--- config.mk ---
export PLATFORM = sky130hd
export DESIGN_NAME = tc_meas_sched
export DESIGN_NICKNAME = d
export VERILOG_FILES = /design/src/rtl/tc_pkg.sv /design/src/rtl/tc_sched_accum.sv /design/src/rtl/tc_meas_sched.sv
export SDC_FILE = /design/constraint.sdc
export NUM_CORES = 1
export LEC_CHECK = 0
export ABC_AREA = 0
export BUFFER_PORTS_ARGS = -buffer_cell sky130_fd_sc_hd__buf_2
export CORE_MARGIN = 2
export CORE_UTILIZATION = 33
export CTS_CLUSTER_SIZE = 40
export DETAILED_ROUTE_END_ITERATION = 10
export GPL_ROUTABILITY_DRIVEN = 0
export PLACE_DENSITY = 0.55
export SYNTH_ARGS = -nofsm -noshare
export SYNTH_HDL_FRONTEND = slang
export SYNTH_SLANG_ARGS = --single-unit
--- constraint.sdc ---
create_clock -name clk -period 6.55 [get_ports clk]
set_input_delay 1.31 -clock clk [delete_from_list [all_inputs] [get_ports clk]]
set_output_delay 1.31 -clock clk [all_outputs]
set_load 0.005 [all_outputs]
--- src/rtl/tc_pkg.sv ---
// Shared types and constants for the theremin time-constant measurement scheduler.
package tc_pkg;

  // Scheduler FSM states
  typedef enum logic [1:0] {
    StIdle,
    StSettle,
    StExcite,
    StWait
  } tc_sched_state_t;

  // Antenna channel numbers; also the bit index into ant_drive
  localparam logic CH_PITCH = 1'b0;
  localparam logic CH_VOL   = 1'b1;

  // Accumulator width: 2^avg_log2 samples of d_bits each can never overflow it
  function automatic int unsigned acc_width(input int unsigned d_bits,
                                            input int unsigned avg_log2);
    return d_bits + avg_log2;
  endfunction

endpackage

--- src/rtl/tc_sched_accum.sv ---
// Sample accumulator for tc_meas_sched: sums 2^AVG_LOG2 samples and reports the
// truncated average in the same cycle the final sample is added.
module tc_sched_accum
  import tc_pkg::*;
#(
  parameter int unsigned D_BITS   = 12,
  parameter int unsigned AVG_LOG2 = 2
) (
  input  logic              clk,
  input  logic              reset_n,
  input  logic              add,
  input  logic [D_BITS-1:0] sample,
  input  logic              clear,
  output logic              done,
  output logic [D_BITS-1:0] avg
);

  localparam int unsigned AccW = acc_width(D_BITS, AVG_LOG2);
  localparam int unsigned CntW = AVG_LOG2 + 1;
  localparam logic [CntW-1:0] LastCnt = CntW'((1 << AVG_LOG2) - 1);

  logic [AccW-1:0] acc_q, acc_d, sum;
  logic [CntW-1:0] cnt_q, cnt_d;

  assign sum  = acc_q + AccW'(sample);
  // done is combinational so the top can latch avg together with the accepting sample
  assign done = add && (cnt_q == LastCnt);
  assign avg  = D_BITS'(sum >> AVG_LOG2);

  // Next accumulator/count: restart after a completed average or on clear
  always_comb begin
    acc_d = acc_q;
    cnt_d = cnt_q;
    if (clear || done) begin
      acc_d = '0;
      cnt_d = '0;
    end else if (add) begin
      acc_d = sum;
      cnt_d = cnt_q + 1'b1;
    end
  end

  // Accumulator and sample counter registers
  always_ff @(posedge clk or negedge reset_n) begin
    if (!reset_n) begin
      acc_q <= '0;
      cnt_q <= '0;
    end else begin
      acc_q <= acc_d;
      cnt_q <= cnt_d;
    end
  end

endmodule

--- src/rtl/tc_meas_sched.sv ---
// Measurement scheduler: time-shares one tc_meas counter between the pitch and
// volume antennas, averages 2^AVG_LOG2 counts per antenna and publishes results
// alternately for pitch and volume.
// Optional feature: define TC_SCHED_TIMEOUT_EN to enable the WAIT timeout and
// err_timeout; otherwise WAIT waits indefinitely and err_timeout is tied low.
module tc_meas_sched
  import tc_pkg::*;
#(
  parameter int unsigned D_BITS      = 12,
  parameter int unsigned AVG_LOG2    = 2,
  parameter int unsigned SETTLE_CYC  = 256,
  parameter int unsigned TIMEOUT_CYC = 4095
) (
  input  logic              clk,
  input  logic              reset_n,
  input  logic              enable,
  input  logic [D_BITS-1:0] meas_data,
  input  logic              meas_valid,
  output logic [1:0]        ant_drive,
  output logic              meas_excite,
  output logic              meas_sel,
  output logic [D_BITS-1:0] res_data,
  output logic              res_ch,
  output logic              res_valid,
  output logic              err_timeout,
  output logic              busy
);

  localparam int unsigned TmrMax = (SETTLE_CYC > TIMEOUT_CYC) ? SETTLE_CYC : TIMEOUT_CYC;
  localparam int unsigned TmrW   = $clog2(TmrMax + 1);
  localparam logic [TmrW-1:0] SettleLast = TmrW'(SETTLE_CYC - 1);
`ifdef TC_SCHED_TIMEOUT_EN
  localparam logic [TmrW-1:0] TimeoutLast = TmrW'(TIMEOUT_CYC - 1);
  localparam logic [D_BITS-1:0] SatSample = '1;
`endif

  tc_sched_state_t state_q, state_d;
  logic [TmrW-1:0] tmr_q, tmr_d;
  logic            ch_q, ch_d, ch_next;
  logic [1:0]      drive_q, drive_d;
  logic            excite_q;
  logic [D_BITS-1:0] res_data_q;
  logic            res_ch_q;
  logic            res_valid_q;

  logic              acc_add;
  logic              acc_clear;
  logic [D_BITS-1:0] acc_sample;
  logic              acc_done;
  logic [D_BITS-1:0] acc_avg;

`ifdef TC_SCHED_TIMEOUT_EN
  logic tmo;
  logic err_q;
`endif

  tc_sched_accum #(
    .D_BITS   (D_BITS),
    .AVG_LOG2 (AVG_LOG2)
  ) u_accum (
    .clk     (clk),
    .reset_n (reset_n),
    .add     (acc_add),
    .sample  (acc_sample),
    .clear   (acc_clear),
    .done    (acc_done),
    .avg     (acc_avg)
  );

  // Next-state, timer, channel and pin-drive decisions
  always_comb begin
    state_d    = state_q;
    tmr_d      = tmr_q;
    ch_d       = ch_q;
    drive_d    = drive_q;
    acc_add    = 1'b0;
    acc_clear  = 1'b0;
    acc_sample = meas_data;
`ifdef TC_SCHED_TIMEOUT_EN
    tmo        = 1'b0;
`endif
    if ((state_q != StIdle) && !enable) begin
      // Abort: drop the partial average, pins keep their level
      state_d   = StIdle;
      tmr_d     = '0;
      acc_clear = 1'b1;
    end else begin
      unique case (state_q)
        StIdle: begin
          if (enable) begin
            ch_d      = CH_PITCH;
            tmr_d     = '0;
            acc_clear = 1'b1;
            state_d   = StSettle;
          end
        end
        StSettle: begin
          if (tmr_q == SettleLast) begin
            tmr_d   = '0;
            state_d = StExcite;
          end else begin
            tmr_d = tmr_q + 1'b1;
          end
        end
        StExcite: begin
          drive_d[ch_q] = ~drive_q[ch_q];
          tmr_d         = '0;
          state_d       = StWait;
        end
        StWait: begin
          if (meas_valid) begin
            acc_add = 1'b1;
            tmr_d   = '0;
            state_d = StSettle;
`ifdef TC_SCHED_TIMEOUT_EN
          end else if (tmr_q == TimeoutLast) begin
            // Missing edge counts as a full-scale sample
            acc_add    = 1'b1;
            acc_sample = SatSample;
            tmo        = 1'b1;
            tmr_d      = '0;
            state_d    = StSettle;
          end else begin
            tmr_d = tmr_q + 1'b1;
`endif
          end
        end
        default: state_d = StIdle;
      endcase
    end
  end

  // Channel flips once its average is complete; kept outside the FSM block so
  // the accumulator's done path does not loop back into the block that drives add
  assign ch_next = ch_d ^ acc_done;

  // State, timer, pin and result registers
  always_ff @(posedge clk or negedge reset_n) begin
    if (!reset_n) begin
      state_q     <= StIdle;
      tmr_q       <= '0;
      ch_q        <= CH_PITCH;
      drive_q     <= 2'b00;
      excite_q    <= 1'b0;
      res_data_q  <= '0;
      res_ch_q    <= CH_PITCH;
      res_valid_q <= 1'b0;
    end else begin
      state_q     <= state_d;
      tmr_q       <= tmr_d;
      ch_q        <= ch_next;
      drive_q     <= drive_d;
      // Track the pin of whichever antenna is selected next cycle
      excite_q    <= drive_d[ch_next];
      res_valid_q <= acc_done;
      if (acc_done) begin
        res_data_q <= acc_avg;
        res_ch_q   <= ch_q;
      end
    end
  end

`ifdef TC_SCHED_TIMEOUT_EN
  // One-cycle timeout strobe
  always_ff @(posedge clk or negedge reset_n) begin
    if (!reset_n) begin
      err_q <= 1'b0;
    end else begin
      err_q <= tmo;
    end
  end
  assign err_timeout = err_q;
`else
  assign err_timeout = 1'b0;
`endif

  assign ant_drive   = drive_q;
  assign meas_excite = excite_q;
  assign meas_sel    = ch_q;
  assign res_data    = res_data_q;
  assign res_ch      = res_ch_q;
  assign res_valid   = res_valid_q;
  assign busy        = (state_q != StIdle);

endmodule

==> impl_metrics.json, run 1 <==
{
  "rsz0062_at_grt": "false",
  "min-delay-path-class": "register to register",
  "postCtsHoldBufs": 0,
  "fin_nets": 340,
  "yosysUniqueCellTypes": 47,
  "rows": 32,
  "io_buffers": 34,
  "worstSkewPairLatency_ns": 0.30,
  "wl_per_cell_um": 13.6,
  "clock-skew-final_ns": 0.0114,
  "cp.arrival_ns": 3.45,
  "grt_start_max_net_pins": 50,
  "start_util_pct": 34.4,
  "crit_fanout": 4,
  "path_clk_slew_ns": 0.09,
  "post_cts_buffers": 0,
  "clockBufferDepth": 2,
  "track_usage_pct": 13.8,
  "syn_area_per_cell_um2": 10.1,
  "pre_cts_ws_ns": 3.02,
  "synth_fp_nets": 304,
  "relSlewSlack_pct": 35.8,
  "antenna_found_initial": 0,
  "boundaryPins": 36,
  "ys.flop_type": "dfrtp_1",
  "synthArstFlopShare_pct": 100,
  "synth_area_leaders": "dfrtp_1, ha_1, nand2_1, a22o_1, xnor2_1",
  "layout_common_cells": "dfrtp_1, nand2_1, buf_2",
  "yosys.area.top_type": "dfrtp_1",
  "p_leak_nw": 1.55,
  "grt_pass1_wl_um": 9690,
  "ys_ff_latch": 49,
  "coreArea_um2": 7810,
  "finish.instance_area_um2": 3070,
  "grt_remaining_overflow": 0,
  "ir_drop_mv": 0.143,
  "clock-root-buffer": "clkbuf_8",
  "layout.cells.most_common": "dfrtp_1",
  "tns_ns": 0,
  "synth-edff-count": 0,
  "worst_setup_path_start_kind": "input port",
  "cts_resized": 0,
  "finalSetupViolCount": 0,
  "drc_errors": 0,
  "hpwl_um": 3920,
  "synth_area_um2": 2690,
  "final_max_slew_viol_count": 0,
  "area_growth_pct": 14.2,
  "first_pass_iters": 4,
  "finalHoldViolations": 0,
  "drive_above_1_share_pct": 18.9,
  "gr-usage-met2_pct": 21.7,
  "ys_seq_area_share_pct": 45.6,
  "clock-sinks": 49,
  "die_w_um": 94.2,
  "yosys_warnings": 0,
  "max_slew.worst_pin.slew_ns": 0.959,
  "drtIter0Drc": 50,
  "die-area_um2": 8880,
  "wirelength_um": 5490,
  "placed_cell_area_um2": 2960,
  "fin_crit_sh_pct": 49.5,
  "postRouteAntennaNets": 0,
  "power_density_nw_per_um2": 265,
  "die_y_um": 94.2,
  "required_ns": 6.76,
  "cap_viol_max_count": 0,
  "status": "finished clean",
  "cts-htree-levels": 2,
  "cts_tree": "done",
  "use_met3_pct": 2.89,
  "cts_buffers": 5,
  "n_antenna_cell": 0,
  "fin_ws_ns": 3.31,
  "fmax_mhz": 308,
  "critPathKind": "input port to register",
  "min_period_ns": 3.24,
  "grt_pass1_vias": 2054,
  "dr_total_vias": 2008,
  "worst_setup_path_end_kind": "register",
  "vias_per_cell": 4.97,
  "busiest_layer": "met2",
  "syn_inst": 266,
  "grtUsageMet1_pct": 18.9,
  "synth_top_area_share_pct": 45.6
}
routing by layer:
metal,vias up,part of all wire (%)
met1,961,51
li1,1009,-
met2,30,44
met4,0,1.5
met5,-,0
met3,8,3.3
per-stage QoR:
stage               utilization (%)  power [mW]  instances  hold slack (ns)
floorplan                         -       0.542        266            0.454
global placement               37.9       0.609        397            0.459
detailed placement             37.9       0.608        397            0.457
CTS                            39.3       0.826        404            0.488
global route                   39.3       0.876        404            0.507
finish                         39.3       0.814        404            0.480
where the power goes:
group          total [mW]  internal [mW]  switching (mW)
Clock               0.212          0.111           0.101
Combinational       0.252         0.0935           0.159
Sequential          0.349          0.330          0.0186
cells in the mapped netlist, types with 2 or more instances:
master,n
and3_1,5
o211ai_1,2
nor3_1,3
xnor2_1,11
a21o_1,6
mux2_2,5
nor3b_1,2
nor2_1,12
nand3b_1,3
ha_1,21
buf_2,2
inv_1,9
xor2_1,8
o21ba_2,2
nand3_1,7
o21ai_0,18
o21bai_1,2
nand2b_1,4
clkbuf_1,3
nand2_1,41
or3_1,3
a22o_1,11
dfrtp_1,49
a21oi_1,14
layout make-up:
class                           instances  area, µm²
Multi-Input combinational cell        201       1390
Clock buffer                            5       68.8
Clock inverter                          2       35.0
Timing Repair Buffer                   35        178
Tap cell                              102        128
Fill cell                             788       4740
Sequential cell                        49       1230
Inverter                               10       37.5
critical path: stages:
cell and delay (ns):
buf_2 0.10, ha_1 0.21, fa_1 0.41, a21o_1 0.22, a221oi_2 0.36, o211ai_2 0.14
a311oi_2 0.40, nor3b_1 0.11, o31ai_2 0.18
flip-flops by register name, summed over array words and instances, names as in the netlist:
register / flops
state_q: 2
ant_drive: 2
u_accum.acc_q: 14
meas_sel: 1
meas_excite: 1
res_data: 12
tmr_q: 12
u_accum.cnt_q: 3
res_ch: 1
res_valid: 1
final timing paths:
check	start	endpoint	slack (ns)	depth (start not counted)
hold reg to reg	res_data[9]	res_data[9]	0.48	2
hold / removal	res_data[9]	res_data[9]	0.48	2
max in group asynchronous	reset_n	u_accum.acc_q[3]	5.01	2
setup / recovery	meas_data[0]	res_data[10]	3.31	9
setup reg to reg	state_q[1]	u_accum.acc_q[13]	3.84	9
min in group asynchronous	reset_n	res_data[5]	1.10	2
kinds of logic (layout without fill, tap and decap cells):
| kind of cell | after synthesis | count (layout) | synth area share [%] |
|---|---|---|---|
| other cells | 1 | 1 | 0.140 |
| flops | 49 | 49 | 45.6 |
| xor+xnor | 19 | 19 | 6.19 |
| simple gates | 89 | 89 | 16.0 |
| mux | 5 | 5 | 2.10 |
| buf+inv | 16 | 52 | 2.47 |
| fa+ha+maj | 22 | 22 | 10.5 |
| compound gates | 65 | 65 | 16.9 |
Note: power is estimated with default switching activity, not from simulation.
==> run 2, diff against run 1 <==
Clock period 6.55 ns to 3.3 ns, I/O delays scaled along.
==> run 2 against run 1 <==
Net effect: clock skew decreased by 0.0035 ns; setup slack got worse by 2.5 ns; flip-flop and latch count is the same; largest power group unchanged; design area is 0.73% higher; final cell count rose by 0.74%.
==> impl_metrics.json, run 2 (synthesis gave the netlist of run 1 again) <==
{
  "postRouteAntennaNets": 0,
  "drc_errors": 0,
  "wirelength_um": 5540,
  "cts-htree-levels": 2,
  "vias_per_cell": 4.90,
  "drive_above_1_share_pct": 19.7,
  "die-area_um2": 8880,
  "clock-skew-final_ns": 0.00783,
  "grt_pass1_wl_um": 9550,
  "tns_ns": 0,
  "wl_per_cell_um": 13.6,
  "coreArea_um2": 7810,
  "critPathKind": "register to register",
  "start_util_pct": 34.4,
  "post_cts_buffers": 0,
  "seq_area_um2": 1230,
  "layout_common_cells": "dfrtp_1, nand2_1, buf_2",
  "multi_input_area_um2": 1390,
  "fillers": 801,
  "layout.cells.most_common": "dfrtp_1",
  "io_buffers": 34,
  "die_y_um": 94.2,
  "r2r-start": "state_q[1]",
  "critPathMaxStageDelay_ns": 0.49,
  "dpl.cell_count": 400,
  "cts_resized": 0,
  "worstSkewPairLatency_ns": 0.30,
  "finalHoldViolations": 0,
  "final_max_slew_viol_count": 0,
  "clock-root-buffer": "clkbuf_8",
  "max_slew.worst_pin.slew_ns": 0.900,
  "fin_nets": 343,
  "die_w_um": 94.2,
  "cp.arrival_ns": 2.73,
  "status": "finished clean",
  "finalSetupViolCount": 0,
  "area_growth_pct": 15.0,
  "drtIter0Drc": 114,
  "relSlewSlack_pct": 39.9,
  "clockBufferDepth": 2,
  "power_density_nw_per_um2": 529,
  "slowest_stage": "and2_0",
  "power_mw": 1.64,
  "worst_setup_path_start_kind": "register",
  "min-delay-path-class": "input port to async pin",
  "antenna_found_initial": 0,
  "dr_total_vias": 1994,
  "top_register": "u_accum.acc_q",
  "path_cells": "inv_1 -> ha_1 -> inv_1 -> ha_1 -> nand2b_1 -> or2_2 -> and2_0 -> a22o_1",
  "fmax_mhz": 394,
  "grt_start_max_net_pins": 31,
  "clock-sinks": 49,
  "pre_cts_ws_ns": 0.456,
  "p_leak_nw": 1.56,
  "fin_ws_ns": 0.760,
  "crit_fanout": 15,
  "track_usage_pct": 13.8,
  "cts_buffers": 5,
  "rows": 32,
  "worst_setup_path_end_kind": "register",
  "ir_drop_mv": 0.253,
  "fin_crit_sh_pct": 77.0,
  "cts_tree": "done",
  "startpoint": "state_q[1]",
  "postCtsHoldBufs": 0,
  "cap_viol_max_count": 0,
  "largest_reg_flops": 14,
  "n_antenna_cell": 0,
  "hpwl_um": 4100,
  "grt_pass1_vias": 1940,
  "min_period_ns": 2.54,
  "finalNonFillerCells": 407,
  "fin_util_pct": 39.6,
  "path_clk_slew_ns": 0.09,
  "required_ns": 3.49,
  "rsz0062_at_grt": "false",
  "grt_remaining_overflow": 0,
  "first_pass_iters": 4,
  "boundaryPins": 36
}
-- run 2: changes by cell type in the layout (fill, tap and decap cells not counted), sizes merged --
cell and change:
buf +3
-- run 2: metal layers --
layer	vias up	part of all wire (%)	GRT usage [%]
met1	939	51	19.9
met5	-	0	0
met3	6	3.4	2.65
met4	0	1.4	4.35
met2	33	44	20.7
li1	1016	-	-
-- run 2: path summary, 6_finish.rpt --
kind | end | slack [ns] | cells after the start
hold / removal | u_accum.acc_q[0] | 0.39 | 1
setup reg to reg | u_accum.acc_q[4] | 0.76 | 8
max in group asynchronous | tmr_q[10] | 2.20 | 2
min in group clk | res_data[2] | 0.48 | 2
setup / recovery | u_accum.acc_q[4] | 0.76 | 8
hold reg to reg | res_data[2] | 0.48 | 2
-- run 2: metrics by stage --
stage               cell area (µm²)  hold slack (ns)
finish                         3090            0.385
floorplan                      2690            0.364
global placement               2990            0.460
detailed placement             2990            0.458
global route                   3090            0.448
CTS                            3090            0.404
-- run 2: worst max-delay path, delay by kind of cell, from the launching register on --
| kind | cells | cell delay, ns |
|---|---|---|
| flops | 1 | 0.42 |
| fa+ha+maj | 2 | 0.42 |
| simple gates | 3 | 1.00 |
| compound gates | 1 | 0.38 |
| buf+inv | 2 | 0.20 |
-- run 2: power breakdown --
part	switching, mW	leakage, nW	total [mW]	internal (mW)
Sequential	0.0375	0.675	0.693	0.655
Combinational	0.321	0.831	0.518	0.197
Clock	0.204	0.0540	0.425	0.221
Total	0.562	1.56	1.64	1.07
-- run 2: layout make-up --
type                            instances  share of cell area [%]
Tap cell                              102                    4.13
Multi-Input combinational cell        201                    45.1
Clock buffer                            5                    2.23
Sequential cell                        49                    39.7
Timing Repair Buffer                   38                    6.48
Clock inverter                          2                    1.13
Inverter                               10                    1.22
